--- src/rtl/ruler_result_collector_pkg.sv ---
// Shared definitions for the Golomb ruler result collector: sizes, FSM encoding
// and the saturating solution counter helper.
package ruler_result_collector_pkg;

    localparam int NUMPOSITIONS   = 5;
    localparam int VALUE_WIDTH    = 8;
    localparam int LEVEL_WIDTH    = 4;
    localparam int COUNT_WIDTH    = 16;
    localparam int MAXVALUE       = (1 << VALUE_WIDTH) - 1;
    localparam int MAXLEVEL       = (1 << LEVEL_WIDTH) - 1;
    localparam int RESET_POSITION = 0;
    localparam int MARKS_WIDTH    = (NUMPOSITIONS + 1) * VALUE_WIDTH;

    typedef enum logic [1:0] {
        ST_IDLE    = 2'd0,
        ST_CAPTURE = 2'd1,
        ST_PUBLISH = 2'd2,
        ST_DONE    = 2'd3
    } state_t;

    function automatic logic [COUNT_WIDTH-1:0] sat_inc(input logic [COUNT_WIDTH-1:0] v);
        return (v == '1) ? v : v + COUNT_WIDTH'(1);
    endfunction

endpackage

--- src/rtl/ruler_result_collector_edge.sv ---
// Leaf-ready rising-edge detector; qualifies a completion as a hit when the
// reported position is nonzero and within the current limit.
module ruler_edge_detect #(
    parameter int VALUE_WIDTH = 8
) (
    input  logic                   clock,
    input  logic                   reset,
    input  logic                   leaf_ready_i,
    input  logic                   leaf_success_i,
    input  logic [VALUE_WIDTH-1:0] leaf_val_i,
    input  logic [VALUE_WIDTH-1:0] limit_i,
    output logic                   completion_o,
    output logic                   hit_o
);

    logic ready_q;

    // Resets high so a counter already ready at reset release is not seen as an edge.
    always_ff @(posedge clock) begin
        if (reset) ready_q <= 1'b1;
        else       ready_q <= leaf_ready_i;
    end

    assign completion_o = leaf_ready_i & ~ready_q;
    assign hit_o = completion_o & leaf_success_i & (leaf_val_i <= limit_i) & (leaf_val_i != '0);

endmodule

--- src/rtl/ruler_result_collector.sv ---
// Records each Golomb ruler found by the leaf counter, tightens the search limit
// and stalls the search (globalready) while updating; flags exhaustion as done.
// Handshake: a leaf evaluation completes on the rising edge of leaf_ready; it is
// only acted upon in IDLE, and globalready is low whenever the FSM is not IDLE.
module ruler_result_collector
    import ruler_result_collector_pkg::*;
#(
    parameter int                     NUMPOSITIONS = ruler_result_collector_pkg::NUMPOSITIONS,
    parameter int                     VALUE_WIDTH  = ruler_result_collector_pkg::VALUE_WIDTH,
    parameter logic [VALUE_WIDTH-1:0] INIT_LIMIT   = VALUE_WIDTH'(255)
) (
    input  logic                                    clock,
    input  logic                                    reset,
    input  logic                                    leaf_ready,
    input  logic                                    leaf_success,
    input  logic [VALUE_WIDTH-1:0]                  leaf_val,
    input  logic [LEVEL_WIDTH-1:0]                  enabled,
    input  logic [(NUMPOSITIONS+1)*VALUE_WIDTH-1:0] marks_in,
    output logic                                    globalready,
    output logic [VALUE_WIDTH-1:0]                  limit,
    output logic [(NUMPOSITIONS+1)*VALUE_WIDTH-1:0] best_marks,
    output logic [VALUE_WIDTH-1:0]                  best_length,
    output logic [COUNT_WIDTH-1:0]                  solution_count,
    output logic                                    found,
    output logic                                    done,
    output state_t                                  dbg_state_o
);

    localparam int MW = (NUMPOSITIONS + 1) * VALUE_WIDTH;

    logic                   completion, hit;
    state_t                 state_q, state_d;
    logic                   gr_q, gr_d;
    logic [VALUE_WIDTH-1:0] limit_q, limit_d;
    logic [MW-1:0]          best_q, best_d;
    logic [MW-1:0]          shadow_q, shadow_d;
    logic [COUNT_WIDTH-1:0] count_q, count_d;
    logic                   found_q, found_d;
    logic                   done_q, done_d;

    ruler_edge_detect #(.VALUE_WIDTH(VALUE_WIDTH)) u_edge (
        .clock          (clock),
        .reset          (reset),
        .leaf_ready_i   (leaf_ready),
        .leaf_success_i (leaf_success),
        .leaf_val_i     (leaf_val),
        .limit_i        (limit_q),
        .completion_o   (completion),
        .hit_o          (hit)
    );

    always_comb begin
        state_d  = state_q;
        gr_d     = gr_q;
        limit_d  = limit_q;
        best_d   = best_q;
        shadow_d = shadow_q;
        count_d  = count_q;
        found_d  = found_q;
        done_d   = done_q;
        case (state_q)
            ST_IDLE: begin
                // A hit wins over exhaustion; exhaustion is re-checked after PUBLISH.
                if (hit) begin
                    shadow_d                   = marks_in;
                    shadow_d[VALUE_WIDTH-1:0]  = leaf_val;
                    gr_d                       = 1'b0;
                    state_d                    = ST_CAPTURE;
                end else if (enabled == '0 && leaf_ready) begin
                    gr_d    = 1'b0;
                    done_d  = 1'b1;
                    state_d = ST_DONE;
                end
            end
            ST_CAPTURE: begin
                best_d  = shadow_q;
                found_d = 1'b1;
                count_d = sat_inc(count_q);
                state_d = ST_PUBLISH;
            end
            ST_PUBLISH: begin
                limit_d = best_q[VALUE_WIDTH-1:0] - VALUE_WIDTH'(1);
                gr_d    = 1'b1;
                state_d = ST_IDLE;
            end
            ST_DONE: begin
                gr_d   = 1'b0;
                done_d = 1'b1;
            end
            default: state_d = ST_IDLE;
        endcase
    end

    always_ff @(posedge clock) begin
        if (reset) begin
            state_q  <= ST_IDLE;
            gr_q     <= 1'b1;
            limit_q  <= INIT_LIMIT;
            best_q   <= '0;
            shadow_q <= '0;
            count_q  <= '0;
            found_q  <= 1'b0;
            done_q   <= 1'b0;
        end else begin
            state_q  <= state_d;
            gr_q     <= gr_d;
            limit_q  <= limit_d;
            best_q   <= best_d;
            shadow_q <= shadow_d;
            count_q  <= count_d;
            found_q  <= found_d;
            done_q   <= done_d;
        end
    end

    assign globalready    = gr_q;
    assign limit          = limit_q;
    assign best_marks     = best_q;
    assign best_length    = best_q[VALUE_WIDTH-1:0];
    assign solution_count = count_q;
    assign found          = found_q;
    assign done           = done_q;
    assign dbg_state_o    = state_q;

endmodule

--- config.mk ---
export PLATFORM = sky130hd
export DESIGN_NAME = ruler_result_collector
export DESIGN_NICKNAME = d
export VERILOG_FILES = /design/src/rtl/ruler_result_collector_pkg.sv /design/src/rtl/ruler_result_collector_edge.sv /design/src/rtl/ruler_result_collector.sv
export SDC_FILE = /design/constraint.sdc
export NUM_CORES = 1
export LEC_CHECK = 0
export CELL_PAD_IN_SITES_DETAIL_PLACEMENT = 0
export CELL_PAD_IN_SITES_GLOBAL_PLACEMENT = 1
export CORE_ASPECT_RATIO = 1.25
export CORE_MARGIN = 2
export CORE_UTILIZATION = 35
export DETAILED_ROUTE_END_ITERATION = 10
export DONT_BUFFER_PORTS = 1
export PLACE_DENSITY = 0.61
export SETUP_SLACK_MARGIN = 0.3
export SYNTH_ARGS = -nofsm -noshare
export SYNTH_HDL_FRONTEND = slang
export SYNTH_SLANG_ARGS = --single-unit
--- constraint.sdc ---
create_clock -name clock -period 2.6 [get_ports clock]
set_input_delay 0.52 -clock clock [delete_from_list [all_inputs] [get_ports clock]]
set_output_delay 0.52 -clock clock [all_outputs]
set_load 0.01 [all_outputs]
==> qor.csv <==
metric;value;unit
synth_warnings;0;
met1_usage;0.166;
clk_path_buf_depth;2;
fillers;1442;
synth.avg_cell_area;9.78;um2
post-place-ws;258;ps
cts_setup_buffers;0;
status;finished clean;
ys_ff_latch;126;
ir_drop;0.383;mV
grt_pass1_vias;3283;
drc_errors;0;
arrival;2450;ps
clk_latency;420;ps
drv_slew;0;
min_path_type;in2reg;
grt_start_max_net_pins;121;
row_count;49;
antenna_found_initial;0;
fp.coreArea;14300;um2
critPathCaptureType;flop;
power.density;921;nW/um2
multiInputGateArea;2280;um2
synth_cell_types;35;
clock-sinks;126;
detailedPlacementHpwl;7290;um
fp.dieW;112;um
yosysTopAreaCellShare;0.498;
grt_use_met2;0.223;
area_growth;13.5;%
synthTopCellsByCount;dfxtp_1 (126), nor2_1 (116), mux2i_1 (99), nand2_1 (24), inv_1 (15);
dieArea;15500;um2
ff_latch_area;2520;um2
rrSetupSlack;450;ps
fin_skew;6.86;ps
h-tree-depth;4;
holdPathStages;1;
cts_root_buf;clkbuf_16;
wl_per_cell;16.0;um
hold_buffers;0;
via_per_inst;4.96;
grt_setup_unrepaired;true;
critical-path-slowest-cell;dfxtp_1;
cts_tree;done;
final_util;0.403;
max_stage_delay;420;ps
finalSetupViolCount;0;
synth_edf_count;0;
drt-total-wl;11100;um
globalplace.congestion;0.735;
drtIter0Drc;178;
worst_slew_pin_slew;596;ps
final_nets;584;
timing.final.ws_setup;452;ps
synthTopCellsByArea;dfxtp_1 (50%), mux2i_1 (20%), nor2_1 (8.6%), ha_1 (3.5%), nand2_1 (1.8%);
finalCritPeriodShare;0.826;
busiest_layer;met2;
initial_core_util;0.355;
syn_inst;518;
grt_pass1_wl;17400;um
slew_headroom;0.601;
io_buffers;0;
tns;0;ps
cts.clk_slew.worst_paths;60;ps
ant_nets;0;
yosysSeqAreaShare;0.498;
hold_viol;0;
grt.total_usage;0.143;
yosysMostFrequentCell;dfxtp_1;
synth_top_area_cell;dfxtp_1;
cp_cell_sequence;inv_1 > ha_1 > nand4_1 > o21ai_1 > nand3_1 > a31oi_2 > mux2_2;
io_pins;149;
cp_data_required_time;2900;ps
cap_violations;0;
chipHeight;139;um
cp_max_fo;4;
n_antenna_cell;0;
finalCriticalPeriod;2150;ps
critPathKind;reg2reg;
startpoint_type;flop;
maxClockFrequency;465;MHz
p_leak;2.12;nW
vias;3454;
synthArstFlopShare;0;
overflow;0;
netlist_area;5070;um2
first_pass_iters;4;
synth_nets;596;
cts_buffers;17;
yosys_most_used_dff;dfxtp_1;
grtUsageMet3;0.0750;
final_layout_size_suffix_gt1_frac;0.0829;
reg2reg_depth;7;
-- registers in the layout (all words and copies together), names as in the netlist --
signal and cells:
u_edge.ready_q 1, globalready 1, done 1, limit 8, shadow_q 48, best_marks 48
dbg_state_o 2, found 1, solution_count 16
-- stage by stage --
| stage | total power [mW] | hold WS (ps) | std cells | instance area, um2 |
|---|---|---|---|---|
| 3_5_place_dp | 3.02 | 482 | 664 | 5130 |
| 2_1_floorplan | 2.87 | 460 | 518 | 5070 |
| 5_1_grt | 5.56 | 151 | 697 | 5750 |
| 4_1_cts | 5.38 | 157 | 696 | 5720 |
| 3_3_place_gp | 3.01 | 471 | 664 | 5130 |
| 6_report | 5.30 | 171 | 697 | 5750 |
-- what timing repair did --
item / in CTS / in global routing
resized for setup: 1 / 2
hold endpoints to repair: 0 / 0
setup endpoints to repair: 2 / 30
gates cloned: 0 / 1
-- path summary, 6_finish.rpt --
check                       endpoint   startpoint
setup reg to reg      dbg_state_o[0]     limit[3]
hold / removal    solution_count[13]        reset
hold reg to reg        best_marks[4]  shadow_q[4]
setup / recovery      dbg_state_o[0]     limit[3]
-- per-layer routing --
layer	vias up	wire length, um
met5	-	0
met4	0	183
met3	15	924
met2	113	5300
met1	1609	4740
li1	1717	-
-- power by group --
group,internal (mW),total [mW],switching (mW)
sequential,2.03,2.15,0.121
combinational,0.359,0.825,0.466
clock,1.43,2.32,0.887
total,3.82,5.30,1.47
-- logic make-up (layout without fill, tap and decap cells) --
kind of cell | Yosys count | in the layout | share of synthesized area
multiplexers | 100 | 100 | 0.198
adder cells (fa/ha/maj) | 14 | 14 | 0.0346
buffers and inverters | 52 | 53 | 0.0558
AND/OR/NAND/NOR | 178 | 178 | 0.150
AO/OA/AOI/OAI | 34 | 34 | 0.0400
XOR/XNOR | 14 | 14 | 0.0242
flip-flops | 126 | 126 | 0.498
-- cells in the final DEF, fill, tap and decap left out, drive strengths merged --
| cell | count |
|---|---|
| or2 | 1 |
| o21ai | 10 |
| bufinv | 2 |
| and4 | 2 |
| o211a | 1 |
| nor3 | 6 |
| nand2b | 2 |
| nor2 | 116 |
| nor4 | 3 |
| buf | 4 |
| mux2 | 1 |
| xnor2 | 4 |
| nand3 | 6 |
| and3 | 2 |
| nand4 | 8 |
| nand2 | 24 |
| or3 | 7 |
| a41oi | 1 |
| o211ai | 6 |
| mux2i | 99 |
| clkinvlp | 5 |
| nor2b | 1 |
| a31oi | 3 |
| dfxtp | 126 |
| inv | 16 |
| clkinv | 7 |
| ha | 14 |
| a211oi | 1 |
| clkbuf | 19 |
| xor2 | 10 |
| a21o | 1 |
| a21oi | 11 |
-- critical path, delay by kind of cell, from the launching register on --
| kind | cells | cell delay (ps) |
|---|---|---|
| AO/OA/AOI/OAI | 2 | 540 |
| adder cells (fa/ha/maj) | 1 | 310 |
| buffers and inverters | 1 | 70 |
| flip-flops | 1 | 420 |
| multiplexers | 1 | 360 |
| AND/OR/NAND/NOR | 2 | 340 |
-- area by class of cell --
type | instances | share of cell area
Clock buffer | 18 | 0.0764
Sequential cell | 126 | 0.439
Timing Repair Buffer | 5 | 0.0139
Inverter | 16 | 0.0104
Multi-Input combinational cell | 340 | 0.397
Tap cell | 178 | 0.0387
Clock inverter | 14 | 0.0250
(Power assumes the default switching activity.)
